File: config.mk
export PLATFORM = sky130hd
export DESIGN_NAME = ab_policy_monitor
export DESIGN_NICKNAME = d
export VERILOG_FILES = /design/src/rtl/ab_policy_monitor.sv
export SDC_FILE = /design/constraint.sdc
export NUM_CORES = 1
export LEC_CHECK = 0
export ABC_CLOCK_PERIOD_IN_PS = 1850
export BUFFER_PORTS_ARGS = -buffer_cell sky130_fd_sc_hd__buf_2
export CORE_ASPECT_RATIO = 0.7
export CORE_UTILIZATION = 51
export CTS_CLUSTER_DIAMETER = 80
export DETAILED_ROUTE_END_ITERATION = 10
export PLACE_DENSITY = 0.78
export SLEW_MARGIN = 20
export SYNTH_ARGS = -nofsm -noshare
export SYNTH_HDL_FRONTEND = slang
export SYNTH_SLANG_ARGS = --single-unit
File: constraint.sdc
create_clock -name clk -period 1.85 [get_ports clk]
set_input_delay 0 -clock clk [delete_from_list [all_inputs] [get_ports clk]]
set_output_delay 0 -clock clk [all_outputs]
set_load 0.05 [all_outputs]
File: src/rtl/ab_policy_monitor.sv
// ab_policy_monitor
//   Re-checks the A->B response policy on the enforcer's final stream and
//   keeps saturating edit/recovery statistics for debug readback.
//
// Ports
//   clk, reset       : single clock; reset is synchronous and active-high
//   A_ctp_in/B_ctp_in       : plant-proposed values (before the enforcer)
//   A_ctp_final/B_ctp_final : enforcer outputs, the monitored stream
//   recovery_ref     : enforcer recovery reference, nonzero = recovery tick
//   clear            : synchronous clear of FSM, violation and counters
//   mon_state        : 0 IDLE, 1 WAIT, 2 VIOL
//   violation        : high exactly while in VIOL
//   violation_code   : 0 none, 1 B w/o A, 2 A while pending / A&B, 3 deadline
//   wait_count       : ticks since the pending A
//   edit_pulse       : registered "enforcer edited A or B" of the sampled tick
//   edit_count       : saturating count of edit ticks
//   recovery_count   : saturating count of recovery ticks
module ab_policy_monitor #(
  parameter int MAX_WAIT = 5,
  parameter int WAIT_W   = 4,
  parameter int COUNT_W  = 8
) (
  input  logic               clk,
  input  logic               reset,
  input  logic               A_ctp_in,
  input  logic               B_ctp_in,
  input  logic               A_ctp_final,
  input  logic               B_ctp_final,
  input  logic [1:0]         recovery_ref,
  input  logic               clear,
  output logic [1:0]         mon_state,
  output logic               violation,
  output logic [1:0]         violation_code,
  output logic [WAIT_W-1:0]  wait_count,
  output logic               edit_pulse,
  output logic [COUNT_W-1:0] edit_count,
  output logic [COUNT_W-1:0] recovery_count
);

  localparam logic [1:0] S_IDLE = 2'd0;
  localparam logic [1:0] S_WAIT = 2'd1;
  localparam logic [1:0] S_VIOL = 2'd2;

  localparam logic [1:0] C_NONE     = 2'd0;
  localparam logic [1:0] C_B_NO_A   = 2'd1;
  localparam logic [1:0] C_A_REPEAT = 2'd2;
  localparam logic [1:0] C_DEADLINE = 2'd3;

  // Last legal wait value; B may still arrive on the tick this is reached.
  localparam logic [WAIT_W-1:0] WAIT_LAST = WAIT_W'(MAX_WAIT - 1);

  logic              edit;
  logic [1:0]        nxt_state;
  logic [1:0]        nxt_code;
  logic [WAIT_W-1:0] nxt_wc;

  assign edit = (A_ctp_in ^ A_ctp_final) | (B_ctp_in ^ B_ctp_final);

  always_comb begin
    nxt_state = mon_state;
    nxt_code  = violation_code;
    nxt_wc    = wait_count;
    case (mon_state)
      S_IDLE: begin
        if (A_ctp_final && B_ctp_final) begin
          nxt_state = S_VIOL;
          nxt_code  = C_A_REPEAT;
        end else if (A_ctp_final) begin
          nxt_state = S_WAIT;
          nxt_wc    = '0;
        end else if (B_ctp_final) begin
          nxt_state = S_VIOL;
          nxt_code  = C_B_NO_A;
        end
      end
      S_WAIT: begin
        // A wins over a simultaneous B: a fresh A while one is pending is illegal.
        if (A_ctp_final) begin
          nxt_state = S_VIOL;
          nxt_code  = C_A_REPEAT;
        end else if (B_ctp_final) begin
          nxt_state = S_IDLE;
          nxt_wc    = '0;
        end else if (wait_count == WAIT_LAST) begin
          nxt_state = S_VIOL;
          nxt_code  = C_DEADLINE;
        end else begin
          nxt_wc = wait_count + 1'b1;
        end
      end
      S_VIOL: ; // absorbing; code and wait_count frozen
      default: begin
        nxt_state = S_IDLE;
        nxt_code  = C_NONE;
        nxt_wc    = '0;
      end
    endcase
  end

  always_ff @(posedge clk) begin
    if (reset || clear) begin
      mon_state      <= S_IDLE;
      violation      <= 1'b0;
      violation_code <= C_NONE;
      wait_count     <= '0;
      edit_pulse     <= 1'b0;
      edit_count     <= '0;
      recovery_count <= '0;
    end else begin
      mon_state      <= nxt_state;
      violation      <= (nxt_state == S_VIOL);
      violation_code <= nxt_code;
      wait_count     <= nxt_wc;
      edit_pulse     <= edit;
      // Statistics run in every state and hold at all-ones.
      if (edit && (edit_count != '1))
        edit_count <= edit_count + 1'b1;
      if ((recovery_ref != 2'd0) && (recovery_count != '1))
        recovery_count <= recovery_count + 1'b1;
    end
  end

endmodule

# == Word level (Yosys, flattened, before mapping) ==
# Cells that the tools add are included.
# word_totals
mem_bits_ro,0
out_inout_bits,26
latch_bits,0
regBits,26
mem_count,0
input_bits,9
mem_bits_rw,0
# classes
order_cmp,0
n_mul,0
add_sub_neg,3
n_reduce_logical,8
eq_ne,14
div_mod_pow,0
shift,0
mux,20
bitwise,4
# ops
cell,n
$mux W2,12
$mux W4,5
$add A8 B1 Y8 const B,2
$ne A8 B8 Y1 const B,2
$ne A3 B3 Y1 const B,5
$pmux W2 S3,2
$pmux W4 S3,1
$reduce_and A5 Y1,2
$ne A2 B2 Y1 const B,3
$add A4 B1 Y4 const B,1
$eq A2 B2 Y1 const B,2
$eq A4 B3 Y1 const B,1
$logic_and A1 B1 Y1,3
$eq A2 B1 Y1 const B,1
$logic_not A2 Y1,1
$reduce_bool A2 Y1,1
$xor A1 B1 Y1,2
$logic_or A1 B1 Y1,1
$not A1 Y1,1
$or A1 B1 Y1,1

# == Depth between registers and ports, before layout ==
# depth
word_depth,6
mapped_depth,6
depth_no_buf,6

# == Worst setup path before layout ==
# OpenSTA, ideal clock, no wires.
# synth_timing
path_type,flip-flop to flip-flop
from,reg wait_count[0]
to,reg violation_code[0]
path_slack_ns,-0.009
t_arrival_ns,1.740
stages_incl_launch_ff,7
required_ns,1.731
path_cell_list,dfxtp_1 inv_1 ha_1 and4bb_2 nor2_1 a21oi_1 o221a_2
# synth_via
elab_chain_len,3
# synth_rtl
element,line,rtl
"start, declared",34,"output logic [WAIT_W-1:0] wait_count,"
"start signal, assigned",113,wait_count <= nxt_wc;
$eq A4 B3 Y1,84,end else if (wait_count == WAIT_LAST) begin
$ne A3 B3 Y1 (no source line),--,
$reduce_and A5 Y1 (no source line),--,
"end signal, assigned",112,violation_code <= nxt_code;
"end, declared",33,"output logic [1:0] violation_code,"
# No other way between the ends.
# A chain may end at the register's enable or synchronous reset.

# == Final worst setup path ==
# layout_timing
from,reg wait_count[1]
to,reg violation_code[1]
# The elaborated chain is that of the path after synthesis.

==> run summary <==
==================================================================================
Cts bufs inserted                                                                3
Initial core utilization                                                    56.58%
Avg Inst Size Synth                                                      8.572 um2
Max FO, Critical Path                                                            5
Routed wire per std cell                                                  13.07 um
FF+latch count, synth                                                           26
Post-Synthesis Cells                                                           148
Critical Path Start                                                   wait_count[1]
Post-synthesis instance area                                              1269 um2
Count of antenna-violating nets left after detailed routing                      0
Post-synth top cells                                                  dfxtp_1 (26), nor2_1 (22), a21oi_1 (11)
Count of final hold-check violations                                             0
Slowest cell delay on critical path                                        0.42 ns
TritonRoute pass-1 iters                                                         4
Total number of H-tree levels                                                    1
Worst vdd ir                                                             0.6300 mV
Data arrival time of the worst path                                        1.91 ns
Maximum root-to-sink buffer count                                                2
Cell leakage power                                                       0.6543 nW
Filler cell count in the final layout                                          208
Area taken by flip-flops and latches                                     521.8 um2
Clock network latency to the later pin of the worst-skew pair              0.32 ns
Core area                                                                 2242 um2
Final WL                                                                   2797 um
Antenna fix cells                                                                0
Worst Path Required                                                        2.08 ns
Setup skew after layout                                                0.008960 ns
Count of hold-fix buffers inserted at cts                                        1
Cell type contributing the most total cell area after synthesis            dfxtp_1
Type of the setup path with the least slack                           register to register
Area of the multi-input gates                                            710.7 um2
Post-CTS setup buffer count                                                      0
Slowest-stage cell, CP                                                     dfxtp_1
Pwr/cell area                                                         635.3 nW/um2
Layout net count                                                               197
Final Slew Violations                                                            0
Vertical die dimension                                                    43.73 um
Period utilisation layout                                                   90.86%
Boundary Pins                                                                   35
Number of vias after detailed routing                                         1228
Synthesized Nets                                                               161
Clock tree from TritonCTS                                                    built
Kind of path behind the tightest hold check                           primary input to register
Last weighted congestion value of the routability-driven placer             0.8751
Number of antenna violations at the first check in global routing                0
Die area                                                                  2694 um2
Share of Yosys cell area claimed by the top area cell type                  41.03%
Maximum achievable frequency                                             594.9 MHz
Count of maximum capacitance violations                                          0
Syn-to-layout area delta                                                    18.05%
Wire length of the first global-routing pass                               4353 um
Total grt overflow                                                               0
Iteration-0 DRC count of the detailed router                                   113
Accumulated negative setup slack                                              0 ns
Clock transition at path regs                                              0.14 ns
Async SR Flop Fraction                                                          0%
CTS-repair resized insts                                                         0
Kind of end point of the critical path                                    register
Row Count                                                                       14
Time the final worst path needs with I/O delays and setup                 1.681 ns
Slew at the pin with the worst max-slew slack                            0.3908 ns
Cell types with the largest area share after synthesis                dfxtp_1 (41%), nor2_1 (6.5%), a21oi_1 (4.3%)
Via/cell ratio                                                               5.738
Placed wire-length estimate                                                2084 um
Worst hold path startpoint                                             B_ctp_final
Most numerous cell in the Yosys netlist                                    dfxtp_1
DRC violation count after routing                                                0
Sort of element at the start of the critical path                         register
Unique cell type count in the Yosys netlist                                     39
# clock sinks                                                                   26
Width of the die                                                          61.62 um
Critical R2R Launch                                                   wait_count[1]
Share of final-layout standard cells stronger than drive strength 1         24.73%
Run status                                                            finished, final reports clean
Final setup vio count                                                            0
Aggregate global-route resource usage                                       21.63%
Buffers on Ports                                                                34
Post-synthesis sequential area ratio                                        41.03%
Largest net degree at the start of global routing                               20
Worst rel slew slack                                                        73.76%
Number of synthesis warnings                                                     0
Post-synth EDFFs                                                                 0
Sum of internal, switching and leakage power                              951.5 uW
Worst path cell trace                                                 inv_1 > ha_1 > and4bb_2 > nor2_1 > a21oi_1 > o221a_2
Via count of the first global-routing pass                                    1031
RSZ-0062 raised after global routing                                         false
Main flop type after synthesis                                             dfxtp_1
Root Buffer                                                               clkbuf_4
==================================================================================
registers in the layout (all words and copies together), names as in the netlist:
register / flops
mon_state: 2
recovery_count: 8
violation: 1
edit_count: 8
edit_pulse: 1
violation_code: 2
wait_count: 4
cell usage in the layout (no fill, tap or decap), types with 3 or more instances in the layout:
master	instances
a21oi_1	11
buf_2	34
clkbuf_4	3
dfxtp_1	25
ha_1	4
inv_1	4
nand2_1	10
nand3_1	8
nand4_1	5
nor2_1	22
o211ai_1	3
o21ai_0	7
o31ai_1	3
or3_1	3
xor2_1	5
cells by family (layout without fill, tap and decap cells):
kind of cell             count (synthesis)  in the layout  synth area share, %
AO/OA/AOI/OAI                           38             38                21.01
XOR/XNOR                                 7              7                4.832
adder cells (fa/ha/maj)                  4              4                3.945
buffers and inverters                    9             43                2.958
flip-flops                              26             26                41.03
multiplexers                             2              2                1.578
AND/OR/NAND/NOR                         62             62                24.66
through the flow:
step | cells | area, um2 | hold slack (ns) | util [%] | setup WS (ns)
after floorplan | 148 | 1270 | 0.1797 | - | 0.05825
after global placement | 210 | 1465 | 0.3307 | 65.35 | 0.3696
after detailed placement | 210 | 1465 | 0.3326 | 65.35 | 0.2272
after CTS | 214 | 1498 | 0.03745 | 66.80 | 0.2058
after global routing | 214 | 1498 | 0.05136 | 66.80 | 0.09317
final | 214 | 1498 | 0.04473 | 66.80 | 0.1690
worst paths after layout:
check / end / slack [ns] / cells past startpoint
max: violation_code[1] / 0.17 / 6
min: mon_state[0] / 0.04 / 4
max reg2reg: violation_code[1] / 0.17 / 6
min reg2reg: edit_count[5] / 0.51 / 2
cell type report:
type | instances | share of cell area (%)
clock buffer | 3 | 1.504
timing repair buffer | 36 | 12.53
sequential | 26 | 34.84
inverter | 4 | 1.003
multi-input combinational | 113 | 47.45
tap | 32 | 2.673
critical path: cells and delay by family, from the launching register on:
family                     cells  cell delay, ns
AOI/OAI and AO/OA              2            0.43
adders and majority gates      1            0.18
buffers and inverters          1            0.07
DFF                            1            0.42
and+or+nand+nor                2            0.50
per-layer routing:
layer	vias to the layer above	GRT usage, %	part of all wire, %
li1	619	-	-
met1	565	29.16	47
met2	40	33.55	46
met3	4	5.672	5.5
met4	0	7.556	0.93
met5	-	0	0
power by group:
group,internal (mW),total (mW),switching (mW)
Sequential,0.571,0.581,0.0102
Combinational,0.0404,0.133,0.0931
Clock,0.0763,0.237,0.160
Total,0.688,0.951,0.264
Note: power is estimated with default switching activity, not from simulation.
